**src/rtl/irrigacao_pkg.sv**
```systemverilog
// Shared definitions for the irrigation controller: state encodings and default timer width.
package irrigacao_pkg;

  localparam int CONT_W_PADRAO = 16;

  typedef enum logic [1:0] {
    OCIOSO  = 2'd0,
    REGANDO = 2'd1,
    PAUSA   = 2'd2,
    ALARME  = 2'd3
  } estado_t;

endpackage

```
**src/rtl/temporizador.sv**
```systemverilog
// Loadable down-counter: loads a value, decrements while enabled, saturates at 0.
module temporizador
  import irrigacao_pkg::*;
#(
  parameter int CONT_W = CONT_W_PADRAO
) (
  input  logic              clock,
  input  logic              reset,
  input  logic              carregar,
  input  logic [CONT_W-1:0] valor,
  input  logic              habilita,
  output logic              zero
);

  logic [CONT_W-1:0] cont_q;
  logic [CONT_W-1:0] cont_d;

  // Load has priority over decrement; the count never drops below zero and otherwise holds.
  always_comb begin
    cont_d = cont_q;
    if (carregar) begin
      cont_d = valor;
    end else if (habilita && (cont_q != '0)) begin
      cont_d = cont_q - CONT_W'(1);
    end
  end

  // Count register with synchronous reset to zero.
  always_ff @(posedge clock) begin
    if (reset) begin
      cont_q <= '0;
    end else begin
      cont_q <= cont_d;
    end
  end

  assign zero = (cont_q == '0);

endmodule

```
**src/rtl/controlador_irrigacao.sv**
```systemverilog
// Irrigation controller: watering/pause FSM, completed-cycle counter and Moore output decode.
module controlador_irrigacao
  import irrigacao_pkg::*;
#(
  parameter int TEMPO_REGA  = 1000,
  parameter int TEMPO_PAUSA = 500,
  parameter int CONT_W      = CONT_W_PADRAO
) (
  input  logic       clock,
  input  logic       reset,
  input  logic       pulso_manual,
  input  logic       solo_seco,
  input  logic       tanque_ok,
  output logic       valvula,
  output logic       bomba,
  output logic       alarme,
  output logic [1:0] estado,
  output logic [7:0] ciclos_concluidos
);

  // Timer counts down to 0 inclusive, so loading N-1 yields exactly N cycles in the state.
  localparam logic [CONT_W-1:0] VALOR_REGA  = CONT_W'(TEMPO_REGA - 1);
  localparam logic [CONT_W-1:0] VALOR_PAUSA = CONT_W'(TEMPO_PAUSA - 1);

  estado_t           estado_q, estado_d;
  logic [7:0]        ciclos_q, ciclos_d;
  logic              carregar;
  logic [CONT_W-1:0] valor;
  logic              habilita;
  logic              zero;
  logic              conta_fim;

  temporizador #(
    .CONT_W (CONT_W)
  ) u_temporizador (
    .clock    (clock),
    .reset    (reset),
    .carregar (carregar),
    .valor    (valor),
    .habilita (habilita),
    .zero     (zero)
  );

  // Next-state logic: low tank wins, then manual pulse, then dry soil, then timer expiry.
  always_comb begin
    estado_d  = estado_q;
    carregar  = 1'b0;
    valor     = '0;
    conta_fim = 1'b0;
    case (estado_q)
      OCIOSO: begin
        if (!tanque_ok) begin
          estado_d = ALARME;
        end else if (pulso_manual || solo_seco) begin
          estado_d = REGANDO;
          carregar = 1'b1;
          valor    = VALOR_REGA;
        end
      end
      REGANDO: begin
        if (!tanque_ok) begin
          estado_d = ALARME;
        end else if (pulso_manual) begin
          estado_d = PAUSA;
          carregar = 1'b1;
          valor    = VALOR_PAUSA;
        end else if (zero) begin
          estado_d  = PAUSA;
          carregar  = 1'b1;
          valor     = VALOR_PAUSA;
          conta_fim = 1'b1;
        end
      end
      PAUSA: begin
        if (!tanque_ok) begin
          estado_d = ALARME;
        end else if (zero) begin
          estado_d = OCIOSO;
        end
      end
      ALARME: begin
        if (tanque_ok && pulso_manual) begin
          estado_d = OCIOSO;
        end
      end
    endcase
  end

  assign habilita = (estado_q == REGANDO) || (estado_q == PAUSA);

  // Only a natural timer expiry counts as a completed irrigation; 8-bit wrap is intended.
  always_comb begin
    ciclos_d = ciclos_q;
    if (conta_fim) begin
      ciclos_d = ciclos_q + 8'd1;
    end
  end

  // State and counter registers; reset closes the valve at once without passing through PAUSA.
  always_ff @(posedge clock) begin
    if (reset) begin
      estado_q <= OCIOSO;
      ciclos_q <= 8'd0;
    end else begin
      estado_q <= estado_d;
      ciclos_q <= ciclos_d;
    end
  end

  assign valvula           = (estado_q == REGANDO);
  assign bomba             = (estado_q == REGANDO);
  assign alarme            = (estado_q == ALARME);
  assign estado            = estado_q;
  assign ciclos_concluidos = ciclos_q;

endmodule

```
**config.mk**
```make
export PLATFORM = sky130hd
export DESIGN_NAME = controlador_irrigacao
export DESIGN_NICKNAME = d
export VERILOG_FILES = /design/src/rtl/irrigacao_pkg.sv /design/src/rtl/temporizador.sv /design/src/rtl/controlador_irrigacao.sv
export SDC_FILE = /design/constraint.sdc
export NUM_CORES = 1
export LEC_CHECK = 0
export CAP_MARGIN = 20
export CORE_MARGIN = 2
export CORE_UTILIZATION = 55
export DETAILED_ROUTE_END_ITERATION = 8
export PLACE_DENSITY = 0.86
export SYNTH_ARGS = -nofsm -noshare
export SYNTH_HDL_FRONTEND = slang
export SYNTH_SLANG_ARGS = --single-unit
```
**constraint.sdc**
```tcl
create_clock -name clock -period 3.1 [get_ports clock]
set_input_delay 0.465 -clock clock [delete_from_list [all_inputs] [get_ports clock]]
set_output_delay 0.465 -clock clock [all_outputs]
set_load 0.02 [all_outputs]
```
==> results of run 1 <==
power breakdown:
group	leakage [nW]	total (mW)	internal [mW]	switching, mW
clock network	0.0210	0.177	0.0720	0.105
registers	0.213	0.487	0.408	0.0785
logic	0.376	0.690	0.260	0.430
cells in the mapped netlist (all sizes together), types with 2 or more instances:
cell | n | area [um^2]
clkbuf | 7 | 26.28
nand2 | 7 | 26.28
o21a | 2 | 15.01
nor4 | 8 | 83.83
nand3 | 10 | 50.05
xnor2 | 8 | 70.07
ha | 7 | 87.58
a311oi | 2 | 17.52
xor2 | 11 | 96.34
a21oi | 8 | 40.04
nand4b | 2 | 17.52
o211a | 2 | 20.02
or4 | 4 | 30.03
nor2b | 2 | 12.51
nor3 | 14 | 70.07
and3 | 2 | 12.51
nand4 | 5 | 31.28
o21ai | 3 | 15.01
inv | 7 | 26.28
a31o | 2 | 17.52
buf | 6 | 33.77
nor2 | 16 | 60.06
dfxtp | 26 | 520.5
a211oi | 3 | 22.52
path summary, 6_finish.rpt:
kind	slack, ns	to	cells past startpoint
setup reg to reg	0.57	ciclos_concluidos[5]	5
setup / recovery	0.57	ciclos_concluidos[5]	5
hold / removal	0.54	ciclos_concluidos[7]	2
hold reg to reg	0.54	ciclos_concluidos[7]	2
state kept, by name, summed over array words and instances (netlist names):
name	cells
estado	2
ciclos_concluidos	8
u_temporizador.cont_q	16
cells by family (layout without fill, tap and decap cells):
family	Yosys count	in the layout	synth area share, %
fa+ha+maj	7	7	5.709
simple gates	77	77	29.12
xor+xnor	19	19	10.85
flops	26	26	33.93
compound gates	29	29	14.76
buf+inv	20	28	5.628
cells in the final DEF (no fill, tap or decap), drive strengths merged, types with 4 or more instances in the layout:
cell type and n:
a21oi 8, clkbuf 4, clkdlybuf4s50 17, dfxtp 26, ha 7, inv 7
nand2 7, nand3 10, nand4 5, nor2 16, nor3 14, nor4 8
or4 4, xnor2 8, xor2 11
through the flow:
stage | cell area, um^2 | power, mW
final | 1719 | 1.353
after detailed placement | 1683 | 1.170
after global placement | 1683 | 1.133
after CTS | 1719 | 1.345
after global routing | 1719 | 1.446
after floorplan | 1534 | 1.046
layout make-up:
class	count	area, um^2	share of cell area [%]
flip-flops and latches	26	520.5	30.28
multi-input cells	132	927.1	53.93
well taps	31	38.79	2.256
clock buffers	4	36.28	2.111
inverters	7	26.28	1.528
repair buffers	17	170.2	9.898
routing by layer:
metal	share of wire [%]	vias to the layer above	GRT usage (%)
met1	47	629	28.14
met5	0	-	0
met4	1.3	0	8.306
met2	49	38	38.04
met3	2.9	7	2.535
li1	-	660	-
critical path, delay by kind of cell, from the launching register on:
family	cells	cell delay (ns)
xor+xnor	1	0.16
flops	1	0.38
simple gates	4	1.88
==> results summary, run 1 <==
The setup skew after layout came out at roughly 0.0079 ns. The congestion estimate from routability-driven global placement came to between 0.8 and 0.9. The width of the die came out at ~57 um.

The routed design has between 3 and 4 mm of wire. The final cell count without fillers came out at 217. The cell row count came out at 19. The via-per-instance ratio came out at 6.147. The number of vias after detailed routing is between 1,000 and 1,500. The maximum fanout along the worst path is 8.

For this run, the leading register cell type out of synthesis is dfxtp_1. The number of setup buffers added after CTS is 0. The critical path goes through or4_1 > or4_1 > nor4_2 > xnor2_1 > nor2_1.

The post-placement cell count is 213. The slowest cell on the critical path is or4_1. Synthesis produced roughly 180 cells. The worst register-to-register path begins at u_temporizador.cont_q[3]. The final period demand of the worst path is 2.533 ns. The detailed-route wire length per cell is between 15 and 20 um. The mean instance size in the synthesized netlist came out at approximately 8.6 um^2.

The number of gates resized after CTS was 0. The worst slack after detailed placement is ~0.59 ns. The maximum ir drop on the vdd rail came out at 0.4874 mV. The total overflow reported by the global router is 0.

The minimum setup slack in the final design came out at approximately 0.57 ns. The net count after synthesis came out at 190. The final hold violation count came out at 0.

For this run, design rule violations remaining after detail routing come to 0. The startpoint type of the worst setup path is a flop. The final design utilization is between 60% and 70%. In this run the most critical hold path is launched from ciclos_concluidos[7].

The worst setup path is captured at a flop. The clock net in this run drives a total of 26 sinks. The share of the Yosys chip area taken by registers is between 30 and 40%.

Setup repair after global routing left no endpoint under its margin. The number of hold buffers added after CTS was 0. The deepest clock path buffer count came out at 2. The first detailed-routing pass took 5 iterations. The number of inserted diodes is 0.

The number of clock buffers inserted by TritonCTS came out at 3. The first global-routing pass estimated roughly 5.7 mm of wire. The clock-pin transition on the worst setup and hold timing paths is around 0.15 ns. The sum of net half-perimeters after detailed placement came out at between 2 and 2.5 mm. The cell area after synthesis is 1534 um^2. The number of levels in the clock H-tree came out at 1.

The number of fillers in the final layout is 238. The run finished with clean final reports. The power per unit of standard cell area is approximately 790 nW/um^2. The total negative slack came out at 0 ns. The number of register bits inferred by synthesis came out at 26. The number of global-route vias before repair came to around 1,300. The post-route worst hold slack is 0.5434 ns. The number of buffers inserted by port buffering came out at 17. The share of layout cells above drive strength 1 is under 10%. The category of the most critical setup path is reg2reg. STA puts the critical path data required time at 3.30 ns. Counting stages on the worst path, the most repeated cell is or4_1. The highest cell delay on the worst timing path is around 0.77 ns. The final count of pins violating max slew is 0. Across every metal layer, demand over resource in global routing totals 22.07%. The number of antenna-violating nets in the routed design came out at 0. Once the floorplan was initialized, standard cells occupied approximately 57% of the core.

The largest net degree at the start of global routing is 27. Pin placement for this block handled 18 I/O pins. The leakage power figure is between 0.6 and 0.7 nW.

The placeable core region came out at between 2000 and 3000 um^2. The number of maximum-capacitance constraint violations is 0. The first routing iteration left 42 violations.

The data arrival time of the critical path is 2.74 ns. CTS placed an instance of clkbuf_4 at the clock tree root. The number of setup violations in the final report came out at 0. The die is ~57 um tall. Timing would allow up to 394.8 MHz. Headroom to the max-slew limit came out at ~33%.

Yosys mapped the design onto 43 distinct sky130hd cell types. The transition time at the pin with the least slew margin came out at approximately 1.0 ns. Yosys mapped a number of flops with a built-in enable equal to 0.

The total number of yosys warnings came out at 0. Of all flip-flops after synthesis, the portion carrying an async set or reset was 0%. At the end of the flow, the number of nets in the layout was roughly 200. The die outline area is 3227 um^2.

Of the available clock period, the critical path in the final layout requires around four fifths. The area added between synthesis and finish came out at 12.07%. TritonCTS built the clock tree. The clock latency reported for the late side of the worst-skew pair came out at 0.33 ns. The path class of the tightest hold or removal check is reg2reg. The number of antenna violations at the first check in global routing is 0. Tracing the worst setup path back leads to its startpoint at u_temporizador.cont_q[3].
Note: power is estimated with default switching activity, not from simulation.
==> inputs of run 2 (changes only) <==
- clock period: 3.1 -> 2.5 ns (I/O delays scaled with it)
==> results summary, run 2 (synthesized netlist as in run 1, its figures left out) <==
The number of inserted diodes is 0. In the layout the commonest cells are dfxtp_1, clkdlybuf4s50_1, nor2_1, nor3_1, xor2_1. The power per unit of standard cell area came out at around 1000 nW/um^2. The total negative slack came out at 0 ns.

Ranked by flip-flop count, first place goes to u_temporizador.cont_q. The number of clock buffers inserted by TritonCTS is 3. The largest net degree at the start of global routing came out at 19. The leading cell type in the layout, fill and taps excluded is dfxtp_1. The number of vias after detailed routing came out at around 1,400. CTS built an H-tree with a depth of 1.

Walking the worst path, the cells encountered are or4_1 > buf_4 > o41ai_4 > and3_1 > nor3_1 > nor4_1. The violation count after the first detailed-routing iteration is 70. The root buffer cell is clkbuf_4. The number of setup violations in the final report came out at 0. The deepest clock path buffer count came out at 2. Among all stages on the critical path, the largest delay is contributed by or4_1. The area added between synthesis and finish came out at 18.43%. The run finished with clean final reports. The startpoint type of the worst setup path is a flop. The count of buffer and inverter cells on the critical path is 1. In this run the worst hold path is classified as reg2reg.

The clock latency reported for the late side of the worst-skew pair came out at roughly 0.32 ns. The final period demand of the worst path is 2.398 ns. The maximum ir drop on the vdd rail is 0.7313 mV.

The flip-flop count of the largest register, all copies and words added is 16. The clock sink count came out at 26. The detailed-route wire length is ~3.4 mm. Cells fill between 60 and 70% of the core in the end. At the worst endpoint, the arrival time is approximately 2.6 ns.

The number of fillers in the final layout is about 220. The final layout contains roughly 210 nets. On the critical path the largest part of the delay comes from simple AND/OR/NAND/NOR gates. TritonCTS built the clock tree. The placeable core region came out at about 2700 um^2.

The timing-limited maximum frequency is about 420 MHz. The detailed-route wire length per cell is 14.97 um. The critical path required time is around 2.7 ns. The count of nets left with antenna violations once routing finished came out at 0. The die outline area came out at 3227 um^2. In the final layout, flip-flops and latches occupy around 520 um^2.

The worst setup path is captured at a flop. The category of the most critical setup path is reg2reg. Along the worst path, the maximum fanout reaches 7. Summed over all nets, the half-perimeter wirelength after detailed placement is roughly 2.6 mm. The number of maximum-capacitance constraint violations came out at 0.

The final hold violation count is 0. The detailed-routing iteration count for the pre-antenna-repair pass is 4. The first-pass GRT wire length is about 5.5 mm. The setup skew after layout came out at between 0.002 and 0.0025 ns.

The post-route fraction of the period consumed by the critical path is a little over nine tenths. The floorplan has 19 rows. Measured against its own limit, the worst slew margin works out to 54.48%. The final count of pins violating max slew came out at 0. The share of layout cells above drive strength 1 is about an eighth.

The width of the die came out at about 57 um. Setup repair after global routing left no endpoint under its margin. The final weighted congestion of routability-driven global placement came out at ~0.82. The initial core utilization is 56.60%. In this run the vertical extent of the chip is approximately 57 um. The transition time at the pin with the least slew margin is ~0.68 ns. The number of antenna violations at the first check in global routing came out at 0. The number of I/O pins came out at 18.

The total overflow reported by the global router came out at 0. The highest cell delay on the worst timing path came out at a little over 0.6 ns. The number of global-route vias before repair was ~1,300. Using the TritonRoute via totals, the vias-per-cell ratio works out to between 6 and 7.

After clock tree synthesis, the clock-pin slew on the worst setup and hold paths is about 0.14 ns. The leakage power figure came out at approximately 0.66 nW. The aggregate global-route resource usage came out at between 20% and 30%.

In the final layout, the multi-input gates occupy 940.9 um^2. The number of buffers inserted by port buffering is 17. After detailed routing, the number of remaining DRC violations is 0. The hold buffer count at CTS is 0.
## run 2: layer usage
metal	vias up	track usage, %	wire [um]
met5	-	0	0
met4	0	7.973	48
met3	8	3.226	146
met2	37	38.87	1751
met1	640	25.29	1437
li1	681	-	-
## run 2: path summary, 6_finish.rpt
| kind | from | slack, ns | cells past startpoint | to |
|---|---|---|---|---|
| max | u_temporizador.cont_q[3] | 0.10 | 6 | u_temporizador.cont_q[9] |
| min | ciclos_concluidos[7] | 0.55 | 2 | ciclos_concluidos[7] |
| max reg2reg | u_temporizador.cont_q[3] | 0.10 | 6 | u_temporizador.cont_q[9] |
| min reg2reg | ciclos_concluidos[7] | 0.55 | 2 | ciclos_concluidos[7] |
## run 2: cell type report
cell class	count	area share (%)
timing repair buffer	26	13.09
clock inverter	1	1.653
sequential	26	28.65
inverter	7	1.446
clock buffer	3	1.240
tap	31	2.135
multi-input combinational	132	51.79
## run 2: worst reg2reg max path, delay by kind of cell, from the launching register on
family          cells  cell delay (ns)
buf+inv             1             0.19
flops               1             0.37
compound gates      1             0.50
simple gates        4             1.25
## run 2: repair_timing
action / CTS / global route
endpoints found under the hold margin: 0 / 0
resized for setup: 0 / 3
setup buffers: 0 / 1
endpoints found under the setup margin: 0 / 8
## run 2: where the power goes
part | total (mW) | leakage (nW) | internal (mW) | switching, mW
Sequential | 0.603 | 0.213 | 0.506 | 0.0974
Clock | 0.289 | 0.0279 | 0.162 | 0.126
Combinational | 0.973 | 0.424 | 0.409 | 0.564
## run 2: through the flow
step / worst slack (ns) / area (um^2) / hold slack (ns) / instances / power, mW
3_3_place_gp: 0.1276 / 1743 / 0.4996 / 221 / 1.479
4_1_cts: 0.02022 / 1795 / 0.5512 / 225 / 1.825
2_1_floorplan: 0.2360 / 1534 / 0.5193 / 178 / 1.297
6_report: 0.1016 / 1817 / 0.5472 / 226 / 1.864
3_5_place_dp: 0.03813 / 1743 / 0.5169 / 221 / 1.535
5_1_grt: 0.0005447 / 1817 / 0.5705 / 226 / 1.987
==> inputs of run 3 (changes only) <==
- CTS_BUF_LIST: default -> sky130_fd_sc_hd__clkbuf_16
==> results summary, run 3 (synthesized netlist as in run 1, its figures left out) <==
The run finished with clean final reports. The tree is rooted in a clkbuf_16. In this run the most critical hold path is launched from ciclos_concluidos[7]. Clock tree synthesis inserted a total of 3 buffers. The post-route fraction of the period consumed by the critical path is 96.43%.

The path class of the lowest-slack min-delay path is reg2reg. The capture point of the worst reg-to-reg path is u_temporizador.cont_q[9]. Once the floorplan was initialized, standard cells occupied between 50 and 60% of the core.

After clock tree synthesis, the flow added hold-fix buffers numbering 0. In this run the worst path has a maximum fanout of 18. At the worst endpoint, the required time is around 2.7 ns. In this run the critical register-to-register path is launched from u_temporizador.cont_q[0]. The number of stages on the worst hold path is 2.

The worst-case reg-to-reg path depth came out at 7. Setup slack on the worst reg-to-reg path comes out at between 0.08 and 0.09 ns. The final weighted congestion of routability-driven global placement came out at between 0.8 and 0.9.

The share of layout cells above drive strength 1 is 11.79%. The height of the die came out at 56.81 um. The detailed-route wire length per cell is around 15 um. The area added between synthesis and finish came out at 21.62%. The number of antenna violations at the first check in global routing is 0.

The die outline area came out at ~3200 um^2. The minimum setup slack in the final design came out at 0.08914 ns. The maximum ir drop on the vdd rail is roughly 0.73 mV. Port buffering added 17 buffers. Clock-pin slew was measured on the worst setup and hold paths at roughly 0.060 ns. The number of antenna diodes in the final layout is 0. The post-route total power is 2.041 mW. TritonCTS built the clock tree.

The number of global-route vias before repair was about 1,400. Headroom to the max-slew limit came out at a little under three fifths. For this block, the via count after detailed routing is between 1,000 and 1,500. The aggregate global-route resource usage is approximately 22%. The number of maximum-capacitance constraint violations is 0.

The data arrival time of the critical path came out at 2.57 ns. CTS built an H-tree with a depth of 1. The number of I/O pins is 18. The core region is 2710 um^2. The final hold violation count came to 0. The final count of pins violating max slew is 0.

The register with the highest flop count is u_temporizador.cont_q. The register with the most flip-flops in the layout has 16 of them. Power spread over the standard cell area amounts to 1094 nW/um^2.

The category of the most critical setup path is reg2reg. The detailed-routing iteration count for the pre-antenna-repair pass is 4. The top cell types in the final layout, fill and taps aside, are dfxtp_1, clkdlybuf4s50_1, nor2_1, nor3_1, xor2_1.

The clock latency reported for the late side of the worst-skew pair is 0.26 ns. STA classifies the critical path startpoint as a flop. The final period demand of the worst path is 2.411 ns.

The routed design has 3.481 mm of wire. At the placement stage, the worst setup path has a slack of approximately 0.038 ns. The clock sink count is 26. The worst setup path is captured at a flop.

The transition time at the pin with the least slew margin came out at about 0.66 ns. Summed over all cells, the static leakage comes to about 0.69 nW. The hold path endpoint is ciclos_concluidos[7]. The deepest clock path buffer count came out at 2.

The total overflow reported by the global router is 0. After the last flow step, the layout net total stands at 208. The cell row count came out at 19. The via-per-instance ratio came out at about 6.1. The width of the die is 56.81 um. The violation count after the first detailed-routing iteration came out at between 40 and 50. The leading cell type in the layout, fill and taps excluded is dfxtp_1. In this run the worst setup path begins at u_temporizador.cont_q[0]. In the routed design, unresolved DRC markers number 0. The timing-limited maximum frequency came out at just over 400 MHz. The largest net degree at the start of global routing came out at 19.

The number of setup violations in the final report is 0. The number of antenna-violating nets in the routed design is 0. The setup skew after layout is 0.001848 ns. The first-pass GRT wire length is roughly 5.6 mm. Detailed placement finished with a half-perimeter wire length of about 2.6 mm.
[run 3: cell count changes in the layout (fill, tap and decap cells not counted)]
cell	delta
or4_4	-1
clkbuf_16	+3
clkbuf_4	-3
or4_1	+1
[run 3: critical path: stages (launching register included)]
cell and delay (ns):
dfxtp_1 0.35, inv_1 0.10, ha_1 0.16, or3b_2 0.52, o41a_1 0.59, nand2_1 0.19, a22oi_1 0.11, nor4_1 0.29
[run 3: worst max path at each step]
stage                               end  slack [ns]  cells past startpoint
2_1_floorplan      ciclos_concluidos[5]        0.24                      7
3_3_place_gp       ciclos_concluidos[5]        0.13                      7
3_5_place_dp       ciclos_concluidos[6]        0.04                      7
4_1_cts            ciclos_concluidos[6]        0.03                      7
5_1_grt                       estado[0]      -0.006                      6
6_report       u_temporizador.cont_q[9]        0.09                      7
[run 3: metal layers]
layer,global-route usage (%),vias to the layer above,part of all wire [%]
li1,-,684,-
met1,24.75,640,42
met2,40.86,55,52
met3,3.226,7,4.7
met4,7.309,0,1.1
met5,0,-,0
[run 3: final cells by class]
cell class              instances  area (um^2)
repair buffers                 26        237.7
flip-flops and latches         26        520.5
inverters                       7        26.28
clock inverters                 1        30.03
clock buffers                   3        75.07
multi-input cells             132        937.1
fillers                       213        844.6
well taps                      31        38.79
[run 3: power by group]
| group | internal, mW | total (mW) | switching, mW |
|---|---|---|---|
| combinational | 0.399 | 0.971 | 0.572 |
| sequential | 0.507 | 0.605 | 0.0979 |
| clock | 0.319 | 0.465 | 0.147 |
| total | 1.22 | 2.04 | 0.816 |
[run 3: timing repair]
action	in CTS	in global routing
endpoints found under the setup margin	0	7
resized for setup	0	2
buffers inserted	0	1
[run 3: stage by stage]
stage / setup TNS (ns) / hold slack (ns) / area, um^2 / util, % / cells
after floorplan: 0 / 0.5193 / 1534 / - / 178
after global placement: 0 / 0.4996 / 1743 / 64.31 / 221
after detailed placement: 0 / 0.5169 / 1743 / 64.31 / 221
after CTS: 0 / 0.5463 / 1848 / 68.19 / 225
after global routing: -0.005630 / 0.5539 / 1866 / 68.84 / 226
final: 0 / 0.5429 / 1866 / 68.84 / 226
